$ cat src/rtl/wb_scheduler.sv
// wb_scheduler: write-back port scheduler for the single register-file write port.
//
// Purpose
//   The scheduler arbitrates the write port between memory load returns (M) and ALU results (A).
//   An ALU result that loses arbitration is parked in an in-order deferral FIFO.
//   The ALU therefore only stalls when that FIFO is full.
//   A lookup port tells decode whether a register still has a write pending or in flight.
//
// Configuration
//   WB_RR_EN (macro) undefined : M has fixed priority and mem_ready is tied to 1.
//   WB_RR_EN (macro) defined   : contested grants alternate between M and A.
//                                The first contested grant after reset goes to M.
//
// Ports
//   clk, rst_n              clock (rising edge) and synchronous active-low reset
//   alu_valid/rd/data       ALU result offer; accepted when alu_valid && alu_ready
//   alu_ready               FIFO not full; derived from registered state only
//   mem_valid/rd/data       load return offer; accepted when mem_valid && mem_ready
//   mem_ready               1 unless M loses a contested round-robin grant
//   rf_we/waddr/wdata       registered register-file write
//   lookup_rd, lookup_hit   hazard query: hit when the register has a pending or in-flight write
//   fifo_count              deferral FIFO occupancy

module wb_scheduler #(
    parameter int DEPTH = 4,
    parameter int AW    = 5,
    parameter int DW    = 32
) (
    input  logic                   clk,
    input  logic                   rst_n,
    input  logic                   alu_valid,
    input  logic [AW-1:0]          alu_rd,
    input  logic [DW-1:0]          alu_data,
    output logic                   alu_ready,
    input  logic                   mem_valid,
    input  logic [AW-1:0]          mem_rd,
    input  logic [DW-1:0]          mem_data,
    output logic                   mem_ready,
    output logic                   rf_we,
    output logic [AW-1:0]          rf_waddr,
    output logic [DW-1:0]          rf_wdata,
    input  logic [AW-1:0]          lookup_rd,
    output logic                   lookup_hit,
    output logic [$clog2(DEPTH):0] fifo_count
);

    localparam int PW = $clog2(DEPTH);
    localparam logic [PW:0]   CNT_FULL = (PW+1)'(DEPTH);
    localparam logic [PW:0]   CNT_ONE  = (PW+1)'(1'b1);
    localparam logic [PW-1:0] PTR_ONE  = PW'(1'b1);

    // FIFO state
    logic [AW-1:0]    fifo_rd_r   [DEPTH];
    logic [DW-1:0]    fifo_data_r [DEPTH];
    logic [DEPTH-1:0] fifo_vld_r;
    logic [PW-1:0]    rd_ptr_r;
    logic [PW-1:0]    wr_ptr_r;
    logic [PW:0]      count_r;

    // Write-port output registers
    logic             rf_we_r;
    logic [AW-1:0]    rf_waddr_r;
    logic [DW-1:0]    rf_wdata_r;

    // Combinational control
    logic             fifo_empty_s;
    logic             a_cand_s;
    logic             grant_m_s;
    logic             grant_a_s;
    logic             mem_ready_s;
    logic             alu_ready_s;
    logic             direct_s;
    logic             enq_s;
    logic             deq_s;
    logic [AW-1:0]    win_rd_s;
    logic [DW-1:0]    win_data_s;
    logic             lookup_hit_s;

`ifdef WB_RR_EN
    logic             rr_r;        // 0: next contested grant goes to M
    logic             contested_s;
`endif

    assign fifo_empty_s = (count_r == {(PW+1){1'b0}});
    // A is represented by the FIFO head whenever the FIFO holds anything, else by the live ALU input.
    assign a_cand_s     = ~fifo_empty_s | alu_valid;
    assign alu_ready_s  = (count_r < CNT_FULL);

`ifdef WB_RR_EN
    assign contested_s  = mem_valid & a_cand_s;
`endif

    // Arbitration between the memory return and the ALU candidate
    always_comb begin
        grant_m_s   = mem_valid;
        grant_a_s   = a_cand_s & ~mem_valid;
        mem_ready_s = 1'b1;
`ifdef WB_RR_EN
        if (contested_s) begin
            grant_m_s   = ~rr_r;
            grant_a_s   = rr_r;
            mem_ready_s = ~rr_r;
        end else begin
            mem_ready_s = 1'b1;
        end
`endif
    end

    // A direct-path write bypasses the FIFO entirely; all other accepted ALU results are enqueued.
    assign direct_s = grant_a_s & fifo_empty_s;
    assign enq_s    = alu_valid & alu_ready_s & ~direct_s;
    assign deq_s    = grant_a_s & ~fifo_empty_s;

    // Winner selection for the write-port registers
    always_comb begin
        win_rd_s   = rf_waddr_r;
        win_data_s = rf_wdata_r;
        case ({grant_m_s, grant_a_s})
            2'b10: begin
                win_rd_s   = mem_rd;
                win_data_s = mem_data;
            end
            2'b01: begin
                if (fifo_empty_s) begin
                    win_rd_s   = alu_rd;
                    win_data_s = alu_data;
                end else begin
                    win_rd_s   = fifo_rd_r[rd_ptr_r];
                    win_data_s = fifo_data_r[rd_ptr_r];
                end
            end
            default: begin
                win_rd_s   = rf_waddr_r;
                win_data_s = rf_wdata_r;
            end
        endcase
    end

    // Hazard lookup over valid FIFO entries plus the write currently on the port
    always_comb begin
        lookup_hit_s = rf_we_r & (rf_waddr_r == lookup_rd);
        for (int i = 0; i < DEPTH; i++) begin
            lookup_hit_s = lookup_hit_s | (fifo_vld_r[i] & (fifo_rd_r[i] == lookup_rd));
        end
    end

    // FIFO pointers, occupancy and per-entry valid bits
    always_ff @(posedge clk) begin
        if (!rst_n) begin
            rd_ptr_r   <= {PW{1'b0}};
            wr_ptr_r   <= {PW{1'b0}};
            count_r    <= {(PW+1){1'b0}};
            fifo_vld_r <= {DEPTH{1'b0}};
        end else begin
            if (enq_s) begin
                wr_ptr_r             <= wr_ptr_r + PTR_ONE;
                fifo_vld_r[wr_ptr_r] <= 1'b1;
            end
            // Dequeue and enqueue never target the same slot: that would need full and empty at once.
            if (deq_s) begin
                rd_ptr_r             <= rd_ptr_r + PTR_ONE;
                fifo_vld_r[rd_ptr_r] <= 1'b0;
            end
            case ({enq_s, deq_s})
                2'b10:   count_r <= count_r + CNT_ONE;
                2'b01:   count_r <= count_r - CNT_ONE;
                default: count_r <= count_r;
            endcase
        end
    end

    // FIFO payload storage
    always_ff @(posedge clk) begin
        if (!rst_n) begin
            for (int i = 0; i < DEPTH; i++) begin
                fifo_rd_r[i]   <= {AW{1'b0}};
                fifo_data_r[i] <= {DW{1'b0}};
            end
        end else if (enq_s) begin
            fifo_rd_r[wr_ptr_r]   <= alu_rd;
            fifo_data_r[wr_ptr_r] <= alu_data;
        end
    end

    // Register-file write port; the address and data hold when there is no winner
    always_ff @(posedge clk) begin
        if (!rst_n) begin
            rf_we_r    <= 1'b0;
            rf_waddr_r <= {AW{1'b0}};
            rf_wdata_r <= {DW{1'b0}};
        end else begin
            rf_we_r    <= grant_m_s | grant_a_s;
            rf_waddr_r <= win_rd_s;
            rf_wdata_r <= win_data_s;
        end
    end

`ifdef WB_RR_EN
    // Round-robin pointer; it flips only when both sources compete
    always_ff @(posedge clk) begin
        if (!rst_n) begin
            rr_r <= 1'b0;
        end else if (contested_s) begin
            rr_r <= ~rr_r;
        end else begin
            rr_r <= rr_r;
        end
    end
`endif

    assign alu_ready  = alu_ready_s;
    assign mem_ready  = mem_ready_s;
    assign rf_we      = rf_we_r;
    assign rf_waddr   = rf_waddr_r;
    assign rf_wdata   = rf_wdata_r;
    assign lookup_hit = lookup_hit_s;
    assign fifo_count = count_r;

endmodule

$ cat config.mk
export PLATFORM = sky130hd
export DESIGN_NAME = wb_scheduler
export DESIGN_NICKNAME = d
export VERILOG_FILES = /design/src/rtl/wb_scheduler.sv
export SDC_FILE = /design/constraint.sdc
export NUM_CORES = 1
export LEC_CHECK = 0
export ABC_CLOCK_PERIOD_IN_PS = 8200
export BUFFER_PORTS_ARGS = -buffer_cell sky130_fd_sc_hd__buf_4
export CORE_MARGIN = 4
export CORE_UTILIZATION = 60
export DETAILED_ROUTE_END_ITERATION = 7
export HOLD_SLACK_MARGIN = 0.02
export PLACE_DENSITY = 0.86
export SYNTH_ARGS = -nofsm -noshare
export SYNTH_HDL_FRONTEND = slang
export SYNTH_SLANG_ARGS = --single-unit
$ cat constraint.sdc
create_clock -name clk -period 8.2 [get_ports clk]
set_clock_uncertainty 0.15 [all_clocks]
set_input_delay 1.64 -clock clk [delete_from_list [all_inputs] [get_ports clk]]
set_output_delay 1.64 -clock clk [all_outputs]
set_load 0.05 [all_outputs]
==> out/metrics.yaml <==
status: "completed"
wl_per_cell_um: 22.1
hold_viol: 0
ys_ff_latch: 199
arrival_ps: 4870
grt_use_total: 0.258
cp_cell_sequence: "buf_4 -> inv_1 -> nor4b_4 -> and3_1 -> buf_4 -> nand2b_2"
synth_cells: 687
grt_pass1_vias: 6580
syn_to_final_growth_pct: 15.7
clk_pin_slew_ps: 70
critPathMaxFanout: 42
synth-main-ff-cell: "edfxtp_1"
ys_seq_area_frac: 0.596
critPathCaptureType: "register"
n_fill_cell: 972
grt_pass1_wl_mm: 34.6
place.gp.congestion: 0.831
rsz0062_at_grt: "no"
clkSinkCount: 199
hold_buffers: 0
die_h_um: 132
hpwl_mm: 13.1
clk_latency_ps: 430
ys_types: 38
fin_ws_ps: 3220
cts_resized: 0
cts_root_buf: "clkbuf_16"
io-pin-count: 127
cap_violations: 0
netlist_area_mm2: 0.00918
slowest_delay_ps: 930
async_reset_ff_frac: 0
grt_max_degree: 44
cts_setup_buffers: 0
core_area_mm2: 0.0148
slew_violations: 0
finalSetupViolCount: 0
num_vias: 6049
clock.fmax_mhz: 201
finalWirelength_mm: 21.7
die_area_mm2: 0.0173
antenna_cells: 0
crit_type: "input pin to register"
grt.overflow.total: 0
holdCritPathClass: "register to register"
dr.first_iter.drc_count: 645
antenna_found_initial: 0
place_ws_ps: 2800
firstDrtPassIters: 5
yosysWarnings: 0
num_rows: 44
htreeDepth: 4
critPathSlowestCell: "nand2b_2"
required_ps: 8100
setup_tns_ps: 0
vdd_drop_max_uv: 207
critPathLaunchType: "input pin"
critical_path.most_common_cell: "buf_4"
leakage_nw: 4.03
slew_headroom: 0.260
tightest_slew_ps: 1110
synth_edf_count: 148
nets: 876
cp_top_family: "simple AND/OR/NAND/NOR gates"
syn_nets: 780
worst_hold_slack_ps: 377
clk_path_buf_depth: 2
initial_core_util: 0.622
syn_area_per_cell_um2: 13.4
period_needed_ps: 4980
drive_above_1_share: 0.269
die_x_um: 132
cp.buffers_inverters: 3
fin_crit_sh: 0.607
portBuffers: 125
via_per_inst: 6.17
numCtsBuffers: 17
p_per_area_mw_per_mm2: 286
ant_nets: 0
cts_tree: "done"
drc: 0
==> power breakdown <==
group | switching, W | internal, W
Sequential | 0.000106 | 0.00124
Clock | 0.000379 | 0.000394
Combinational | 0.000561 | 0.000354
==> sequential cells by signal, summed over array words and instances, names as in the netlist, named ones only <==
signal,cells
fifo_rd_r,20
rf_wdata,32
fifo_data_r,128
rf_we,1
rd_ptr_r,2
wr_ptr_r,2
fifo_vld_r,4
fifo_count,3
rf_waddr,5
==> routing by layer <==
metal  up-vias  global-route usage  routed length [um]
li1       2707                   -                   -
met1      2976               0.323                8170
met2       320               0.441               11100
met3        46              0.0531                1870
met4         0               0.105                 552
met5         -                   0                   0
==> kinds of logic after synthesis <==
| kind of cell | after synthesis | share of synthesized area |
|---|---|---|
| buffers and inverters | 65 | 0.0440 |
| muxes | 38 | 0.0919 |
| adders and majority gates | 10 | 0.0145 |
| other | 1 | 0.000409 |
| xor gates and xnor gates | 29 | 0.0277 |
| AOI/OAI and AO/OA | 126 | 0.0862 |
| and+or+nand+nor | 219 | 0.140 |
| DFF | 199 | 0.596 |
==> area by class of cell <==
class	instances	area [um2]	area share
well taps	184	230	0.0217
multi-input cells	423	3350	0.316
clock buffers	17	425	0.0401
clock inverters	15	115	0.0108
repair buffers	132	991	0.0933
inverters	10	37.5	0.00353
flip-flops and latches	199	5470	0.515
==> per-stage QoR <==
step	std cells	util	instance area [um2]	total power, W
after global routing	980	0.720	10600	0.00317
after floorplan	687	-	9180	0.00201
after detailed placement	948	0.683	10100	0.00228
after global placement	948	0.683	10100	0.00224
after CTS	980	0.720	10600	0.00304
final	980	0.720	10600	0.00303
==> cells in the final DEF, fill, tap and decap left out, types with 3 or more instances in the layout <==
cell,count
and2_1,148
edfxtp_1,148
buf_4,132
dfxtp_1,49
a21oi_1,44
mux4_2,37
nand2_1,37
a221oi_1,37
o21ai_0,32
xor2_1,22
clkbuf_16,17
inv_1,10
nor2_1,10
ha_1,9
xnor2_1,7
o21ai_1,6
inv_6,6
nor4_1,5
and3_1,4
nand2b_2,4
a211oi_1,4
nand3_1,3
clkinv_2,3
==> worst paths after layout <==
| kind | start | end | slack [ps] | depth (start not counted) |
|---|---|---|---|---|
| min | rf_wdata[3] | rf_wdata[3] | 380 | 2 |
| min reg2reg | rf_wdata[3] | rf_wdata[3] | 380 | 2 |
| max reg2reg | fifo_count[0] | fifo_data_r[2][2] | 4590 | 5 |
| max | rst_n | fifo_data_r[2][2] | 3220 | 6 |
==> cells in the mapped netlist, types with 5 or more instances <==
| library cell | n | share of area |
|---|---|---|
| clkbuf_2 | 8 | 0.0044 |
| edfxtp_1 | 148 | 0.48 |
| and2_1 | 149 | 0.10 |
| a221oi_1 | 37 | 0.035 |
| dfxtp_1 | 51 | 0.11 |
| mux4_2 | 37 | 0.091 |
| nor4_1 | 5 | 0.0034 |
| nand2_1 | 37 | 0.015 |
| buf_2 | 12 | 0.0065 |
| o21ai_0 | 32 | 0.017 |
| nor2_1 | 10 | 0.0041 |
| o21ai_1 | 6 | 0.0033 |
| xor2_1 | 22 | 0.021 |
| buf_6 | 6 | 0.0074 |
| buf_8 | 6 | 0.0098 |
| inv_1 | 10 | 0.0041 |
| buf_4 | 6 | 0.0049 |
| a21oi_1 | 44 | 0.024 |
| clkbuf_1 | 17 | 0.0070 |
| ha_1 | 9 | 0.012 |
| xnor2_1 | 7 | 0.0067 |
==> worst reg2reg max path, delay by kind of cell, from the launching register on <==
family | cells | cell delay (ps)
buffers and inverters | 1 | 360
flip-flops | 1 | 530
AND/OR/NAND/NOR | 4 | 2160
Power figures use the tool's default switching activity.
